<file path="config.mk">
export PLATFORM = sky130hd
export DESIGN_NAME = rgb565_display_reader
export DESIGN_NICKNAME = d
export VERILOG_FILES = /design/src/rtl/display_pkg.sv /design/src/rtl/rgb565_expand.sv /design/src/rtl/rgb565_display_reader.sv
export SDC_FILE = /design/constraint.sdc
export NUM_CORES = 1
export LEC_CHECK = 0
export ABC_AREA = 1
export ABC_CLOCK_PERIOD_IN_PS = 4950
export CAP_MARGIN = 20
export CORE_UTILIZATION = 40
export CTS_CLUSTER_DIAMETER = 50
export DETAILED_ROUTE_END_ITERATION = 12
export SLEW_MARGIN = 20
export SYNTH_ARGS = -nofsm -noshare
export SYNTH_HDL_FRONTEND = slang
export SYNTH_SLANG_ARGS = --single-unit
</file>
<file path="constraint.sdc">
create_clock -name clk -period 4.95 [get_ports clk]
set_input_delay 0.99 -clock clk [delete_from_list [all_inputs] [get_ports clk]]
set_output_delay 0.99 -clock clk [all_outputs]
set_load 0.03 [all_outputs]
</file>
<file path="src/rtl/display_pkg.sv">
// =============================================================================
//  Module      : display_pkg
//  Description : Shared state encoding, default frame geometry and the
//                RGB565 -> RGB888 expansion used by the display read path.
//  Revision    : 1.0 - initial release
// =============================================================================
`default_nettype none

package display_pkg;

   localparam int c_def_hpixel = 640;
   localparam int c_def_vpixel = 480;
   localparam int c_cnt_w      = 19;

   typedef enum logic [1:0] {
      ST_IDLE    = 2'd0,
      ST_PREFILL = 2'd1,
      ST_STREAM  = 2'd2
   } state_t;

   // Low channel bits are refilled from the MSBs so full-scale maps to 0xFF.
   function automatic logic [23:0] rgb565_to_888(input logic [15:0] px);
      return {px[15:11], px[15:13], px[10:5], px[10:9], px[4:0], px[4:2]};
   endfunction

endpackage

`default_nettype wire

</file>
<file path="src/rtl/rgb565_expand.sv">
// =============================================================================
//  Module      : rgb565_expand
//  Description : Registered RGB565 -> RGB888 stage with valid; substitutes
//                in_alt when in_pass is low. Also used by the preview path.
//  Revision    : 1.0 - initial release
// =============================================================================
`default_nettype none

module rgb565_expand
   import display_pkg::*;
(
   input  logic        clk,
   input  logic        rst,
   input  logic        in_valid,
   input  logic        in_pass,
   input  logic [15:0] in_data,
   input  logic [23:0] in_alt,
   output logic [23:0] out_data,
   output logic        out_valid
);

   always_ff @(posedge clk) begin
      if (rst) begin
         out_data  <= 24'h000000;
         out_valid <= 1'b0;
      end else begin
         out_valid <= in_valid;
         if (in_valid)
            out_data <= in_pass ? rgb565_to_888(in_data) : in_alt;
      end
   end

endmodule

`default_nettype wire

</file>
<file path="src/rtl/rgb565_display_reader.sv">
// =============================================================================
//  Module      : rgb565_display_reader
//  Description : Streams RGB565 words from the SDRAM read FIFO to the HDMI
//                path as RGB888, one pixel per request, re-aligning the
//                stream between frames after underflow or short frames.
//                Optional split divider enabled by macro SPLIT_BORDER_EN.
//  Revision    : 1.0 - initial release
// =============================================================================
`default_nettype none

module rgb565_display_reader
   import display_pkg::*;
#(
   parameter int          HDMI_HPIXEL  = c_def_hpixel,
   parameter int          HDMI_VPIXEL  = c_def_vpixel,
   parameter int          PREFILL      = 320,
   parameter int          USEDW_W      = 10,
   parameter logic [23:0] FILL_COLOR   = 24'h000000,
   parameter logic [23:0] BORDER_COLOR = 24'hFFFFFF
)(
   input  logic               clk,
   input  logic               rst,
   input  logic               frame_start,
   input  logic               pixel_req,
   input  logic               split_en,
   output logic               fifo_rd_en,
   input  logic [15:0]        fifo_rd_data,
   input  logic               fifo_empty,
   input  logic [USEDW_W-1:0] fifo_rdusedw,
   output logic [23:0]        pixel_data,
   output logic               pixel_valid,
   output logic               underflow
);

   localparam int                 c_total    = HDMI_HPIXEL * HDMI_VPIXEL;
   localparam logic [c_cnt_w-1:0] c_total_v  = c_cnt_w'(c_total);
   localparam logic [c_cnt_w-1:0] c_last_pix = c_cnt_w'(c_total - 1);
   localparam logic [c_cnt_w-1:0] c_last_col = c_cnt_w'(HDMI_HPIXEL - 1);

   state_t               r_state, w_next;
   logic [c_cnt_w-1:0]   r_pix_cnt, r_col_cnt, r_owed;
   logic [c_cnt_w-1:0]   w_owed_next, w_owed_add;
   logic [c_cnt_w:0]     w_owed_sum;
   logic                 w_rd_en, w_drain, w_border, w_prefill_ok;
   logic                 r_underflow, r_req_d1, r_real_d1, r_border_d1;

   assign w_prefill_ok = (32'(fifo_rdusedw) >= PREFILL);

`ifdef SPLIT_BORDER_EN
   localparam logic [c_cnt_w-1:0] c_mid_l = c_cnt_w'(HDMI_HPIXEL/2 - 1);
   localparam logic [c_cnt_w-1:0] c_mid_r = c_cnt_w'(HDMI_HPIXEL/2);
   assign w_border = (r_state == ST_STREAM) && split_en &&
                     ((r_col_cnt == c_mid_l) || (r_col_cnt == c_mid_r));
`else
   logic w_unused_split;
   assign w_unused_split = split_en;
   assign w_border       = 1'b0;
`endif

   always_comb begin
      w_next      = r_state;
      w_rd_en     = 1'b0;
      w_drain     = 1'b0;
      w_owed_add  = '0;
      w_owed_sum  = '0;
      w_owed_next = r_owed;
      case (r_state)
         ST_IDLE: begin
            w_drain = (r_owed != '0) && !fifo_empty;
            if (frame_start)
               w_next = ST_PREFILL;
         end
         ST_PREFILL: begin
            // Discards left over from the previous frame must finish first.
            w_drain = (r_owed != '0) && !fifo_empty;
            if (!frame_start && w_prefill_ok && (r_owed == '0))
               w_next = ST_STREAM;
         end
         ST_STREAM: begin
            w_rd_en = pixel_req && !fifo_empty;
            if (frame_start) begin
               w_next     = ST_IDLE;
               w_owed_add = c_total_v - r_pix_cnt - {{(c_cnt_w-1){1'b0}}, w_rd_en};
            end else begin
               if (pixel_req && fifo_empty)
                  w_owed_add = c_cnt_w'(1);
               if (pixel_req && (r_pix_cnt == c_last_pix))
                  w_next = ST_IDLE;
            end
         end
         default: w_next = ST_IDLE;
      endcase

      if (w_drain)
         w_rd_en = 1'b1;

      w_owed_sum = {1'b0, r_owed} + {1'b0, w_owed_add};
      if (w_drain)
         w_owed_next = r_owed - c_cnt_w'(1);
      else if (w_owed_sum[c_cnt_w])
         w_owed_next = '1;
      else
         w_owed_next = w_owed_sum[c_cnt_w-1:0];
   end

   always_ff @(posedge clk) begin
      if (rst) begin
         r_state     <= ST_IDLE;
         r_pix_cnt   <= '0;
         r_col_cnt   <= '0;
         r_owed      <= '0;
         r_underflow <= 1'b0;
         r_req_d1    <= 1'b0;
         r_real_d1   <= 1'b0;
         r_border_d1 <= 1'b0;
      end else begin
         r_state     <= w_next;
         r_owed      <= w_owed_next;
         r_req_d1    <= pixel_req;
         r_real_d1   <= w_rd_en && (r_state == ST_STREAM);
         r_border_d1 <= w_border;
         case (r_state)
            ST_STREAM: begin
               if (pixel_req) begin
                  r_pix_cnt <= r_pix_cnt + c_cnt_w'(1);
                  r_col_cnt <= (r_col_cnt == c_last_col) ? '0 : r_col_cnt + c_cnt_w'(1);
                  if (fifo_empty)
                     r_underflow <= 1'b1;
               end
            end
            default: begin
               r_pix_cnt <= '0;
               r_col_cnt <= '0;
               if (frame_start)
                  r_underflow <= 1'b0;
            end
         endcase
      end
   end

   assign fifo_rd_en = w_rd_en && !rst;
   assign underflow  = r_underflow;

   rgb565_expand u_expand (
      .clk       (clk),
      .rst       (rst),
      .in_valid  (r_req_d1),
      .in_pass   (r_real_d1 && !r_border_d1),
      .in_data   (fifo_rd_data),
      .in_alt    (r_border_d1 ? BORDER_COLOR : FILL_COLOR),
      .out_data  (pixel_data),
      .out_valid (pixel_valid)
   );

endmodule

`default_nettype wire
</file>
==> results of run 1 <==
## logic make-up after synthesis
kind of cell	after synthesis	share of synthesized area (%)
xor gates and xnor gates	27	4.56
and+or+nand+nor	394	33.8
DFF	60	23.2
AOI/OAI and AO/OA	141	15.5
adders and majority gates	55	13.4
buffers and inverters	117	9.53
## worst max-delay path: cells and delay by family
| kind | cells | cell delay (ns) |
|---|---|---|
| fa+ha+maj | 4 | 0.90 |
| buf+inv | 7 | 0.90 |
| simple gates | 15 | 1.52 |
| compound gates | 3 | 0.38 |
## state kept, by name, summed over array words and instances, names as in the netlist
register            cells
r_pix_cnt              19
r_owed                 19
u_expand.out_valid      1
r_req_d1                1
r_state                 2
u_expand.out_data      16
r_real_d1               1
underflow               1
## per-stage QoR
step / worst slack (ns) / hold slack, ns / area [um2]
CTS: 0.453 / 0.464 / 6100
finish: 0.478 / 0.462 / 6100
floorplan: 0.883 / 0.445 / 5190
global route: 0.0421 / 0.488 / 6100
global placement: 0.145 / 0.451 / 5830
detailed placement: 0.120 / 0.455 / 5830
## layer usage
layer | up-vias | wire length, um
li1 | 2669 | -
met1 | 2244 | 6180
met2 | 120 | 6620
met3 | 24 | 617
met4 | 0 | 284
met5 | - | 0
## worst min path at each step
stage / from / depth (start not counted) / endpoint / slack (ns)
after floorplan: r_state[1] / 1 / r_state[0] / 0.44
after detailed placement: u_expand.out_data[3] / 2 / u_expand.out_data[3] / 0.46
final: u_expand.out_data[3] / 2 / u_expand.out_data[3] / 0.46
after CTS: u_expand.out_data[3] / 2 / u_expand.out_data[3] / 0.46
after global routing: u_expand.out_data[22] / 2 / u_expand.out_data[22] / 0.49
after global placement: u_expand.out_data[3] / 2 / u_expand.out_data[3] / 0.45
## layout make-up
cell class                      instances  share of cell area (%)
Clock buffer                            9                    3.69
Multi-Input combinational cell        617                    57.2
Clock inverter                          7                   0.718
Inverter                               92                    5.68
Timing Repair Buffer                   58                    9.44
Sequential cell                        60                    19.7
Tap cell                              172                    3.53
## cells in the final DEF (no fill, tap or decap), drive strengths merged
cell / netlist / layout
fa: 1 / 1
o21a: 1 / 1
o21bai: 2 / 2
a21oi: 83 / 83
xnor2: 13 / 13
nor3: 10 / 10
inv: 90 / 90
or2: 1 / 1
buf: 14 / 7
a31oi: 1 / 1
o31ai: 1 / 1
a211oi: 2 / 2
xor2: 14 / 14
dfxtp: 60 / 60
o21ai: 43 / 43
o22ai: 1 / 1
ha: 54 / 54
clkinvlp: 0 / 2
clkbuf: 11 / 9
nor4: 4 / 4
nand3: 65 / 65
a32o: 1 / 1
clkinv: 2 / 7
nand3b: 5 / 5
nand4: 7 / 7
clkdlybuf4s50: 0 / 51
a21boi: 2 / 2
nand2: 190 / 190
nor2: 112 / 112
a21o: 4 / 4
## cells in the mapped netlist, types with 6 or more instances
cell        n
clkbuf_1   11
o21ai_0    38
nor2_2      8
xnor2_1    13
nor3_1      7
dfxtp_1    60
ha_1       54
nand4_1     6
nand2_2     6
a21oi_2     7
nand2_1   182
a21oi_1    73
nand3_1    60
buf_4       9
xor2_1     14
nor2_1    101
inv_1      85
## where the power goes
part / leakage (nW) / switching, mW / internal (mW) / total, mW
Clock: 0.131 / 0.235 / 0.335 / 0.570
Combinational: 2.09 / 0.146 / 0.0992 / 0.245
Sequential: 0.488 / 0.0268 / 0.501 / 0.528
==> metrics.txt, run 1 <==
worst-case reg-to-reg path depth 20; Leak ~2.7 nW; layout cells sized above 1 a little over 8%; slew margin rel. between 60 and 70%; All-Layer GR Usage around 22%; # Max-Cap Violations 0; global-route wire length before repair approximately 23,000 um; Slew @ Worst Pin about 0.57 ns; via count slightly above 5,000; GR Util met3 3.82%; yosys warns 0; port bufs ~50; RSZ-0062 raised after global routing false; # fillers 1,361; met2 Use GR between 30 and 40%; Skew-Pair Late Insertion Delay 0.34 ns; Layout Nets 925; Post-CTS Repair Setup Buffers 0; vias in the first global route slightly below 5,000; largest net degree at the start of global routing 26; syn_nets roughly 880; CP required between 5 and 6 ns; Detailed Place HPWL between 10,000 and 15,000 um; Worst path max stage delay 0.48 ns; post_cts resized 0; setup_tns 0 ns; top cells by area, synth dfxtp_1 (23%), nand2_1 (13%), ha_1 (13%); Reg area about 1200 um2; CTS H-tree depth 3; Seq cells post-synth 60; Avg Cell Area, Syn roughly 6.5 um2; VDD IR max between 0.15 and 0.2 mV; drt pass-1 iters 6; TritonCTS buffer count 9; Reg2Reg Capture Point r_owed[15]; Peak Freq roughly 0.22 GHz; Tcrit/Tclk final between 90% and 100%; Worst Setup EP r_owed[15]; sequential area share after synthesis between 20 and 25%; Die ar. between 10,000 and 15,000 um2; final hold violation count 0; final RePlAce weighted congestion roughly 0.94; Die H about 120 um; DRT iter0 DRCs between 150 and 200; Routed WL approximately 14,000 um; placed cells around 1,000; post-synth top area cell dfxtp_1; Final Slew Violations 0; Setup violations, final 0; Antenna diodes 0; Pwr Total around 1.3 mW; Yosys top cell area share a little under a quarter; post-synthesis cell type count 44; Worst-path clk slew 0.06 ns; IO Count 59; M1 GR Usage between 20% and 30%; crit path max fanout 5; initial antenna violation count 0; pwr/cell area 220 nW/um2; area of the multi-input gates approximately 3500 um2; FF-to-FF Start r_pix_cnt[4]; initial core utilization roughly two fifths; Final Util between 40% and 50%; global routing's busiest layer met2; final std cells w/o fill 1,015; number of synthesized flops with an enable pin 0; Clock Tree Root clkbuf_16; Synth Cell Area a little over 5000 um2; critical path endpoint category flop; vias per cell between 4 and 5; Routed wire per std cell ~13 um; slowest cell on the critical path clkdlybuf4s50_1; clock net sink count 60; min cycle time layout 4.47 ns; Setup CP Type in2reg; worst setup path startpoint pixel_req; Async S/R FF share, synth 0%; area delta synth->final 17.6%; residual DRC count 0; outcome finished, final reports clean; CTS tree built; antenna viol nets, final 0; CP arrival approximately 4.7 ns; Synth Flop Type dfxtp_1; worst hold path class reg2reg; Post-Synthesis Cells approximately 790; Die W around 120 um; Core Area approximately 13,000 um2; reg2reg setup slack 1.44 ns; CTS Hold Bufs 0; most used cell, CP nand2_1; crit start category input pin; Clock Skew 0.00722 ns; gr ovfl total 0; Rows 41; clk buf depth 2
(Power assumes the default switching activity.)
==> run 2: changes to the inputs <==
--- a/config.mk
+++ b/config.mk
@@ -5,7 +5,6 @@
 export SDC_FILE = /design/constraint.sdc
 export NUM_CORES = 1
 export LEC_CHECK = 0
-export ABC_AREA = 1
 export ABC_CLOCK_PERIOD_IN_PS = 4950
 export CAP_MARGIN = 20
 export CORE_UTILIZATION = 40
==> metrics.txt, run 2 <==
top cells by area, synth dfxtp_1 (26%), ha_1 (15%), xnor2_1 (9.2%); clock power share ~48%; antenna viol nets, final 0; Worst Hold Endpoint underflow; Die ar. around 12,000 um2; hold depth 2; gr ovfl total 0; Antenna diodes 0; vias per cell between 5 and 6; port bufs just over 50; Switching Fraction between 20% and 30%; residual DRC count 0; Avg Cell Area, Syn just over 8 um2; Clock Skew ~0.0035 ns; Rows 38; Net Sw Power between 0.3 and 0.4 mW; CTS tree built; post-synth top area cell dfxtp_1; clk buf depth 2; clock net sink count 60; CP arrival roughly 4.7 ns; outcome finished, final reports clean; worst-case reg-to-reg path depth 18; IO Count 59; yosys warns 0; Reg area between 1000 and 1500 um2; critical path endpoint category flop; Worst-path clk slew around 0.050 ns; Slew @ Worst Pin ~0.80 ns; final hold violation count 0; Leak approximately 2.5 nW; pwr/cell area between 200 and 250 nW/um2; Clock Tree Root clkbuf_16; Synth Flop Type dfxtp_1; vias in the first global route 3,939; drt pass-1 iters 4; Setup CP Type in2reg; Synth Cell Area 4590 um2; Die H approximately 110 um; syn_nets between 600 and 700; Core Area between 10,000 and 15,000 um2; via count 4,077; Die W about 110 um; Yosys top cell area share between 20% and 30%; sequential area share after synthesis between 20% and 30%; cell with the most instances after synthesis nor2_1; area delta synth->final 31.0%; Placed Area about 5500 um2; Detailed Place HPWL between 8000 and 9000 um; final RePlAce weighted congestion ~0.81; initial antenna violation count 0; Synth top cells by count nor2_1 (78), dfxtp_1 (60), ha_1 (54); Seq cells post-synth 60; global-route wire length before repair about 19,000 um; Comb pwr share between 10% and 20%; Reg2Reg Capture Point r_owed[8]; slowest cell on the critical path a2111o_1; largest net degree at the start of global routing 42; CP required 5.14 ns; CTS H-tree depth 3; Final Slew Violations 0; Post-Synthesis Cells roughly 550; Flop pwr share 35.9%; commonest non-fill, non-tap cell in the layout nor2_1; area of the multi-input gates ~3200 um2; RSZ-0062 raised after global routing false; TritonCTS buffer count 9; biggest registers after layout r_owed x19, r_pix_cnt x19, u_expand.out_data x16; crit path cell chain dlymetal6s2s_1 > nand2b_4 > ha_1 > ha_2 > inv_1 > ha_2 > nor2_1 > o31a_1 > o21a_2 > a2111o_1 > a211oi_2 > xnor2_1 > nor2_1 > ha_1 > and3_4 > and3_4 > nor4_4 > buf_6 > clkbuf_16 > a221oi_2; Worst path max stage delay roughly 0.45 ns; FF-to-FF Start r_pix_cnt[8]; reg2reg setup slack ~0.86 ns; initial core utilization about two fifths; DRT iter0 DRCs roughly 130; min cycle time layout ~4.5 ns; Setup violations, final 0; setup_tns 0 ns; design area about 6000 um2; Tcrit/Tclk final between 90 and 100%; All-Layer GR Usage 19.9%; slew margin rel. roughly 46%; HP Start underflow; number of synthesized flops with an enable pin 0; Routed WL about 12,000 um; post-synthesis cell type count 57; Skew-Pair Late Insertion Delay between 0.3 and 0.4 ns; worst hold path class reg2reg; Routed wire per std cell roughly 15 um; Int Power ~1.1 mW; VDD IR max around 0.21 mV; Async S/R FF share, synth 0%; hold slack 0.508 ns; layout cells sized above 1 between 10% and 20%; # Max-Cap Violations 0; most frequent cells in the layout nor2_1 (75), dfxtp_1 (60), ha_1 (52); crit path max fanout 5; Peak Freq around 0.22 GHz; crit start category input pin; Layout Nets roughly 730; Final Util 54.7%; # fillers ~990
run 2: area by class of cell:
| cell class | instances | share of cell area, % |
|---|---|---|
| Multi-Input combinational cell | 437 | 53.7 |
| Clock buffer | 13 | 4.50 |
| Timing Repair Buffer | 103 | 15.9 |
| Inverter | 29 | 1.81 |
| Clock inverter | 3 | 1.12 |
| Tap cell | 140 | 2.91 |
| Sequential cell | 60 | 20.0 |
run 2: how the worst max path moves through the flow:
stage / end / cells after the start / slack, ns / startpoint
after floorplan: r_owed[10] / 19 / 0.09 / pixel_req
after global placement: r_owed[18] / 18 / -0.13 / fifo_empty
after detailed placement: r_owed[17] / 19 / -0.19 / fifo_empty
after CTS: r_owed[17] / 19 / 0.13 / fifo_empty
after global routing: r_owed[8] / 20 / 0.25 / fifo_empty
final: r_owed[8] / 20 / 0.44 / fifo_empty
run 2: critical path, delay by kind of cell:
family	cells	cell delay (ns)
xor+xnor	1	0.15
simple gates	6	0.89
compound gates	5	1.28
buf+inv	4	0.53
fa+ha+maj	4	0.86
run 2: cell families after synthesis:
family,Yosys count,synth area share [%]
compound gates,113,17.7
xor+xnor,66,12.6
fa+ha+maj,55,15.2
buf+inv,55,5.32
flops,60,26.2
mux,1,0.218
simple gates,202,22.8
run 2: timing repair:
| item | in CTS | in global routing |
|---|---|---|
| endpoints found under the setup margin | 0 | 19 |
| resized for setup | 0 | 24 |
| buffers inserted | 0 | 4 |
| hold buffers | 0 | 0 |
run 2: through the flow:
stage	setup slack, ns	power, mW	instances
4_1_cts	0.127	1.47	778
6_report	0.440	1.47	785
3_5_place_dp	-0.192	0.757	762
3_3_place_gp	-0.133	0.751	762
5_1_grt	0.249	1.53	785
2_1_floorplan	0.0926	0.679	552
run 2: per-layer routing:
layer | routed length [um] | part of all wire (%) | vias up | global-route usage, %
met3 | 364 | 3.1 | 5 | 4.66
li1 | - | - | 2091 | -
met1 | 5660 | 49 | 1941 | 26.5
met2 | 5480 | 47 | 40 | 32.4
met5 | 0 | 0 | - | 0
met4 | 83 | 0.72 | 0 | 4.25
run 2: power by group through the flow:
stage                     registers (mW)  logic (mW)  clock network (mW)
after CTS                          0.528       0.220               0.723
final                              0.529       0.238               0.707
after detailed placement           0.538       0.219                   0
after global placement             0.537       0.214                   0
after floorplan                    0.531       0.148                   0
after global routing               0.531       0.260               0.742
